File: config.mk
export PLATFORM = sky130hd
export DESIGN_NAME = dac_i2c_writer
export DESIGN_NICKNAME = d
export VERILOG_FILES = /design/src/rtl/dac_i2c_writer.sv
export SDC_FILE = /design/constraint.sdc
export NUM_CORES = 1
export LEC_CHECK = 0
export ABC_AREA = 1
export CAP_MARGIN = 15
export CORE_MARGIN = 3
export CORE_UTILIZATION = 63
export CTS_CLUSTER_SIZE = 10
export DETAILED_ROUTE_END_ITERATION = 16
export PLACE_DENSITY = 0.85
export SYNTH_ARGS = -nofsm -noshare
export SYNTH_HDL_FRONTEND = slang
export SYNTH_SLANG_ARGS = --single-unit
File: constraint.sdc
create_clock -name clk_in -period 2.59 [get_ports clk_in]
set_input_delay 0.3885 -clock clk_in [delete_from_list [all_inputs] [get_ports clk_in]]
set_output_delay 0.3885 -clock clk_in [all_outputs]
set_load 0.03 [all_outputs]
File: src/rtl/dac_i2c_writer.sv
// rtl/dac_i2c_writer.sv - MCP4725 Fast Write sequencer driving an open-drain I2C pair
module dac_i2c_writer #(
  parameter int         CLK_DIV  = 125,
  parameter logic [6:0] DEV_ADDR = 7'h60
) (
  input  logic        clk_in,
  input  logic        reset_in,
  input  logic        dac_adjustment,
  input  logic [11:0] new_vol,
  input  logic        sda_in,
  output logic        scl_oe,
  output logic        sda_oe,
  output logic        busy,
  output logic        done,
  output logic        ack_err
);

  localparam int              DIVW     = $clog2(CLK_DIV);
  localparam logic [DIVW-1:0] DIV_LAST = DIVW'(CLK_DIV - 1);

  typedef enum logic [2:0] {
    S_IDLE,
    S_START,
    S_BIT,
    S_ACK,
    S_STOP
  } state_t;

  state_t          r_state;
  state_t          w_next_state;
  logic [DIVW-1:0] r_div;
  logic [1:0]      r_quarter;
  logic [2:0]      r_bit;
  logic [1:0]      r_byte;
  logic [11:0]     r_vol_q;
  logic [11:0]     r_pend_q;
  logic            r_pending;
  logic            r_req_d;
  logic            r_ack_err;
  logic            r_nack;

  logic            w_req;
  logic            w_q_end;
  logic            w_frame_end;
  logic [7:0]      w_byte_val;
  logic            w_bit_val;
  logic            w_scl_oe;
  logic            w_sda_oe;

  // A request is a 1->0 transition; holding the line low yields a single request.
  assign w_req       = r_req_d & ~dac_adjustment;
  assign w_q_end     = (r_state != S_IDLE) && (r_div == DIV_LAST);
  assign w_frame_end = w_q_end && (r_quarter == 2'd3);

  // Select the byte currently on the wire and the bit within it.
  always_comb begin
    w_byte_val = 8'h00;
    case (r_byte)
      2'd0:    w_byte_val = {DEV_ADDR, 1'b0};
      2'd1:    w_byte_val = {4'b0000, r_vol_q[11:8]};
      default: w_byte_val = r_vol_q[7:0];
    endcase
    w_bit_val = w_byte_val[r_bit];
  end

  // State register.
  always_ff @(posedge clk_in) begin
    if (reset_in) begin
      r_state <= S_IDLE;
    end else begin
      r_state <= w_next_state;
    end
  end

  // Next-state and bus drive per state and quarter.
  always_comb begin
    w_next_state = r_state;
    w_scl_oe     = 1'b0;
    w_sda_oe     = 1'b0;
    case (r_state)
      S_IDLE: begin
        if (w_req) w_next_state = S_START;
      end
      S_START: begin
        // SDA falls while SCL is high, then SCL is pulled low.
        w_sda_oe = (r_quarter != 2'd0);
        w_scl_oe = r_quarter[1];
        if (w_frame_end) w_next_state = S_BIT;
      end
      S_BIT: begin
        w_scl_oe = (r_quarter == 2'd0) || (r_quarter == 2'd3);
        w_sda_oe = ~w_bit_val;
        if (w_frame_end && (r_bit == 3'd0)) w_next_state = S_ACK;
      end
      S_ACK: begin
        w_scl_oe = (r_quarter == 2'd0) || (r_quarter == 2'd3);
        if (w_frame_end) begin
          if (r_nack || (r_byte == 2'd2)) w_next_state = S_STOP;
          else                            w_next_state = S_BIT;
        end
      end
      S_STOP: begin
        // SCL released first, then SDA rises while SCL is high.
        w_scl_oe = (r_quarter == 2'd0);
        w_sda_oe = (r_quarter <= 2'd1);
        if (w_frame_end) begin
          if (r_pending || w_req) w_next_state = S_START;
          else                    w_next_state = S_IDLE;
        end
      end
      default: w_next_state = S_IDLE;
    endcase
  end

  // Divider, bit/byte indices, code latches, pending slot and ACK status.
  always_ff @(posedge clk_in) begin
    if (reset_in) begin
      r_req_d   <= 1'b1;
      r_div     <= '0;
      r_quarter <= 2'd0;
      r_bit     <= 3'd7;
      r_byte    <= 2'd0;
      r_vol_q   <= 12'h000;
      r_pend_q  <= 12'h000;
      r_pending <= 1'b0;
      r_ack_err <= 1'b0;
      r_nack    <= 1'b0;
    end else begin
      r_req_d <= dac_adjustment;
      if (r_state == S_IDLE) begin
        r_div     <= '0;
        r_quarter <= 2'd0;
        if (w_req) begin
          r_vol_q   <= new_vol;
          r_ack_err <= 1'b0;
          r_nack    <= 1'b0;
          r_bit     <= 3'd7;
          r_byte    <= 2'd0;
        end
      end else begin
        if (w_q_end) begin
          r_div     <= '0;
          r_quarter <= r_quarter + 2'd1;
        end else begin
          r_div <= r_div + 1'b1;
        end

        // Newest request wins; older pending codes are overwritten.
        if (w_req) begin
          r_pending <= 1'b1;
          r_pend_q  <= new_vol;
        end

        // Bit index wraps 0 -> 7, ready for the next byte.
        if ((r_state == S_BIT) && w_frame_end) begin
          r_bit <= r_bit - 3'd1;
        end

        if ((r_state == S_ACK) && w_q_end && (r_quarter == 2'd2)) begin
          r_nack <= sda_in;
          if (sda_in) r_ack_err <= 1'b1;
        end

        if ((r_state == S_ACK) && w_frame_end && !r_nack) begin
          r_byte <= r_byte + 2'd1;
        end

        // End of frame: launch the follow-up write if one is waiting.
        if ((r_state == S_STOP) && w_frame_end) begin
          r_pending <= 1'b0;
          r_bit     <= 3'd7;
          r_byte    <= 2'd0;
          r_nack    <= 1'b0;
          if (w_req || r_pending) begin
            r_ack_err <= 1'b0;
            r_vol_q   <= w_req ? new_vol : r_pend_q;
          end
        end
      end
    end
  end

  assign scl_oe  = w_scl_oe;
  assign sda_oe  = w_sda_oe;
  assign busy    = (r_state != S_IDLE);
  assign done    = (r_state == S_STOP) && w_frame_end;
  assign ack_err = r_ack_err;

endmodule

==> impl_metrics.ini, run 1 <==
[floorplan]
num_io_pins = 21
die_w_um = 70.8
rows = 22
fp.dieArea_sq_um = 5010
die_h_um = 70.8
core-area_sq_um = 3850
initial_utilization_pct = 68.7

[synthesis]
avgSynthCellArea_sq_um = 6.52
ys_async_sr_fraction_pct = 0
synthCells = 406
synth-edff-count = 0
synth.distinct_cells = 30
synth_top_area_cell = dfxtp_1
synth_commonest_cells = nand2_1 (100), inv_1 (68), dfxtp_1 (45)
ys_ff_latch = 45
postSynthNetCount = 433
ys_warn_count = 0
synth_area_sq_um = 2650
synth_top_area_share_pct = 34.0
ys_seq_area_share_pct = 34.0
yosysMostFrequentCell = nand2_1
netlist_top_cells_area = dfxtp_1 (34%), nand2_1 (14%), inv_1 (9.6%), a21oi_1 (7.4%), nor2_1 (6.1%)
synth_top_flop_cell = dfxtp_1

[layout]
diodes = 0
fin_util_pct = 77.5
drive_above_1_share_pct = 6.13
area_delta_synth_final_pct = 12.9
nFillCells = 307
stdcell_count = 472
nets = 450
final_area_sq_um = 2990

[sta]
drv_slew = 0
setup_slack_ns = 0.185
maxSlewHeadroom_pct = 68.3
setup-violations-final = 0
rsz0062_at_grt = false
period_minus_slack_ns = 2.41
tns_ns = 0
hold_viol_final = 0
fmax_mhz = 416
fin_hold_ws_ns = 0.456
min_period_over_period_pct = 92.9
fin_skew_ns = 0.00401
worst_slew_pin_slew_ns = 0.476

[status]
status = finished clean

[clock_network]
cts_root_buf = clkbuf_8
cts_buffers = 5
cts-hold-fix-buffers = 0
clock-sinks = 45
clock_path_buffers = 2
clk_latency_ns = 0.30
cts_tree = yes
ctsHtreeMaxLevel = 2
path_clk_slew_ns = 0.08

[grt]
grt_pass1_wl_um = 10100
grt_util_all_layers_pct = 24.4
grt_max_degree = 25
grt-ovfl-total = 0
grt_pass1_vias = 2375
antenna_found_initial = 0

[placement]
hpwl_um = 4160
globalplace.congestion = 0.848
dp_cells = 464
port_buffers = 20
dp_slack_ns = 0.151
dpl-instance-area_sq_um = 2860

[route]
first_pass_iters = 5
ant_nets = 0
vias_per_cell = 5.42
drt_iter0_drc = 168
drcViolationCount = 0
wl_um = 5740
wl_per_cell_um = 12.2
vias = 2558

[worst_setup_path]
cp-end-kind = output pin
critPathKind = register to output pin
cp_slowest_cell = clkdlybuf4s50_1
startpoint_type = register
path_max_fanout = 4
cp_slowest_stage_delay_ns = 0.71
cp.required_ns = 2.20
path_cells = inv_1, ha_1, o221ai_1, clkdlybuf4s50_1
arrival_ns = 2.02

[flow_run]
maxCapViolCount = 0

[pwr]
leakagePower_nw = 1.38
ir_drop_mv = 0.679
p_per_area_nw_per_um2 = 911
p_total_mw = 2.72

[min_path]
hold_path.class = register to register
power by group:
| group | switching (mW) | internal, mW |
|---|---|---|
| Clock | 0.238 | 0.315 |
| Sequential | 0.115 | 0.846 |
| Combinational | 0.814 | 0.396 |
| Total | 1.17 | 1.56 |
cell type report:
type | count | area (sq um) | share of cell area [%]
inverters | 70 | 263 | 8.80
repair buffers | 26 | 246 | 8.25
well taps | 48 | 60.1 | 2.01
clock inverters | 1 | 30.0 | 1.01
multi-input cells | 275 | 1400 | 46.8
flip-flops and latches | 45 | 902 | 30.2
clock buffers | 7 | 86.3 | 2.89
layer usage:
metal	part of all wire [%]	global-route usage (%)	vias to the layer above
li1	-	-	1322
met3	5.7	4.83	18
met2	46	40.5	75
met5	0	0	-
met4	2.8	9.81	0
met1	46	31.0	1143
sequential cells by signal, indices dropped and copies added, names as in the netlist:
register	count
r_pend_q	12
r_vol_q	12
r_div	7
r_bit	3
r_state	3
r_byte	2
r_quarter	2
ack_err	1
r_nack	1
r_pending	1
r_req_d	1
logic make-up after synthesis:
logic type	count (synthesis)	synth area share (%)
AND/OR/NAND/NOR	192	32.7
buffers and inverters	86	13.4
adder cells (fa/ha/maj)	11	5.20
AO/OA/AOI/OAI	69	13.7
flip-flops	45	34.0
XOR/XNOR	3	0.993
path summary, 6_finish.rpt:
check,start,slack (ns),to,cells past startpoint
max,r_quarter[0],0.18,scl_oe,4
min,r_div[0],0.46,r_div[0],1
max reg2reg,r_state[2],0.52,r_nack,8
min reg2reg,r_div[0],0.46,r_div[0],1
cells in the final DEF, fill, tap and decap left out, types with 2 or more instances in the layout:
cell type and count:
nand3_2 2, nand3_1 18, a21oi_1 39, o21ai_0 24
xor2_1 2, nor2_4 3, inv_1 68, dfxtp_1 44
clkbuf_8 6, o211ai_1 2, nor2_1 42, clkdlybuf4s50_1 18
inv_2 2, buf_4 6, nand2_1 100, nand4_1 18
nor3_1 3, ha_1 11
critical path: cells and delay by family, from the launching register on:
family | cells | cell delay, ns
buf+inv | 2 | 0.82
flops | 1 | 0.38
fa+ha+maj | 1 | 0.32
compound gates | 1 | 0.20
what timing repair did:
action,CTS,global route
buffers inserted,0,0
setup endpoints to repair,1,2
cloned,0,0
hold endpoints to repair,0,0
gates resized for setup,1,4
(Power assumes the default switching activity.)
==> run 2, diff against run 1 <==
--- a/config.mk
+++ b/config.mk
@@ -8,10 +8,12 @@
 export ABC_AREA = 1
 export CAP_MARGIN = 15
 export CORE_MARGIN = 3
-export CORE_UTILIZATION = 63
+export CORE_UTILIZATION = 65
 export CTS_CLUSTER_SIZE = 10
 export DETAILED_ROUTE_END_ITERATION = 16
-export PLACE_DENSITY = 0.85
+export DONT_BUFFER_PORTS = 1
+export PLACE_DENSITY = 0.81
+export SKIP_LAST_GASP = 1
 export SYNTH_ARGS = -nofsm -noshare
 export SYNTH_HDL_FRONTEND = slang
 export SYNTH_SLANG_ARGS = --single-unit
==> run 2 against run 1 <==
Hold slack worse by 0.31 ns. Wire length is 2.4% lower. Worst setup slack better by 0.094 ns. Utilization is 5.3 points lower. Power is 4.4% lower. Critical path depth is 5 higher. Final cell count is 5.1% lower. First-iteration DRC count is 1.8% higher. Global-route usage is 0.63 points lower. Critical endpoint is now sda_oe.
==> impl_metrics.ini, run 2 (synthesized netlist as in run 1, its figures left out) <==
[worst_setup_path]
path_common_cell = nand3_1
path_max_fanout = 5
critPathKind = register to output pin
cp_slowest_cell = dfxtp_1
path_cells = inv_1, ha_1, nor2_2, nand2_1, nand3_1, nand3_1, a21oi_1, o21bai_1, buf_4
cp.required_ns = 2.20
startpoint_type = register
cp-end-kind = output pin
arrival_ns = 1.92
cp_slowest_stage_delay_ns = 0.39

[pwr]
ir_drop_mv = 0.602
leakagePower_nw = 1.26
p_per_area_nw_per_um2 = 948

[route]
wl_per_cell_um = 12.5
vias_per_cell = 5.47
vias = 2452
drcViolationCount = 0
ant_nets = 0
wl_um = 5600
first_pass_iters = 4
drt_iter0_drc = 171

[sta]
fin_skew_ns = 0.00831
hold_viol_final = 0
period_minus_slack_ns = 2.31
setup-violations-final = 0
fin_hold_ws_ns = 0.141
drv_slew = 0
worst_slew_pin_slew_ns = 0.718
rsz0062_at_grt = false
maxSlewHeadroom_pct = 53.0
min_period_over_period_pct = 89.2
fmax_mhz = 433
tns_ns = 0

[floorplan]
die_h_um = 69.8
initial_utilization_pct = 69.7
die_w_um = 69.8
num_io_pins = 21
fp.dieArea_sq_um = 4870
rows = 22
core-area_sq_um = 3800

[clock_network]
cts_tree = yes
clock_path_buffers = 2
cts_buffers = 5
cts_root_buf = clkbuf_8
cts_resized = 0
cts-hold-fix-buffers = 0
path_clk_slew_ns = 0.08
clock-sinks = 45
clk_latency_ns = 0.30
ctsHtreeMaxLevel = 2
postCtsSetupRepairBufs = 0

[layout]
regArea_sq_um = 901
drive_above_1_share_pct = 5.50
top_regs = r_pend_q x12, r_vol_q x12, r_div x7
layout_commonest_cell = nand2_1
nets = 427
area_delta_synth_final_pct = 3.69
multi_input_area_sq_um = 1390
nFillCells = 333
diodes = 0
fin_util_pct = 72.2
stdcell_count = 448
layout_common_cells = nand2_1 (100), inv_1 (68), dfxtp_1 (45), nor2_1 (42), a21oi_1 (39)

[grt]
grt_pass1_vias = 2194
grt_util_all_layers_pct = 23.8
grt-ovfl-total = 0
grt_max_degree = 40
antenna_found_initial = 0
grt_pass1_wl_um = 9560

[placement]
globalplace.congestion = 0.842
dp_cells = 441
port_buffers = 0
hpwl_um = 3920

[status]
status = finished clean

[flow_run]
maxCapViolCount = 0

[min_path]
hold_path.class = primary input to register
[run 2: layer usage]
layer / part of all wire, % / GRT usage (%)
met3: 4.1 / 5.51
met1: 47 / 29.9
met2: 45 / 39.2
met4: 3.1 / 9.15
met5: 0 / 0
[run 2: cell type report]
class,instances,share of cell area (%)
sequential,45,32.8
clock inverter,2,1.28
inverter,70,9.58
timing repair buffer,3,0.821
clock buffer,5,2.51
multi-input combinational,275,50.8
tap,48,2.19
[run 2: where the power goes]
group	internal, mW	leakage [nW]	total [mW]	switching [mW]
combinational	0.334	0.840	1.12	0.785
clock	0.281	0.0540	0.523	0.242
sequential	0.846	0.367	0.961	0.115
[run 2: final timing paths]
kind	startpoint	end	slack [ns]	cells after the start
max	r_byte[1]	sda_oe	0.28	9
min	reset_in	r_pend_q[3]	0.14	1
max reg2reg	r_state[2]	r_vol_q[6]	0.80	8
min reg2reg	r_pend_q[6]	r_pend_q[6]	0.46	2
[run 2: critical path, delay by kind of cell (launching register included)]
family | cells | cell delay, ns
AO/OA/AOI/OAI | 2 | 0.23
adder cells (fa/ha/maj) | 1 | 0.24
buffers and inverters | 2 | 0.27
flip-flops | 1 | 0.39
AND/OR/NAND/NOR | 4 | 0.48
[run 2: metrics by stage]
step           power, mW  worst slack [ns]  area, sq um
2_1_floorplan       1.94             0.761         2650
3_3_place_gp        2.06             0.650         2640
3_5_place_dp        2.08             0.604         2640
4_1_cts             2.60             0.217         2740
5_1_grt             2.82            0.0894         2740
6_report            2.60             0.279         2740
==> run 3, diff against run 2 <==
--- a/config.mk
+++ b/config.mk
@@ -13,6 +13,7 @@
 export DETAILED_ROUTE_END_ITERATION = 16
 export DONT_BUFFER_PORTS = 1
 export PLACE_DENSITY = 0.81
+export SKIP_CTS_REPAIR_TIMING = 1
 export SKIP_LAST_GASP = 1
 export SYNTH_ARGS = -nofsm -noshare
 export SYNTH_HDL_FRONTEND = slang
==> results of run 3 <==
Final layout, timing and power as in run 2 (identical DEF).
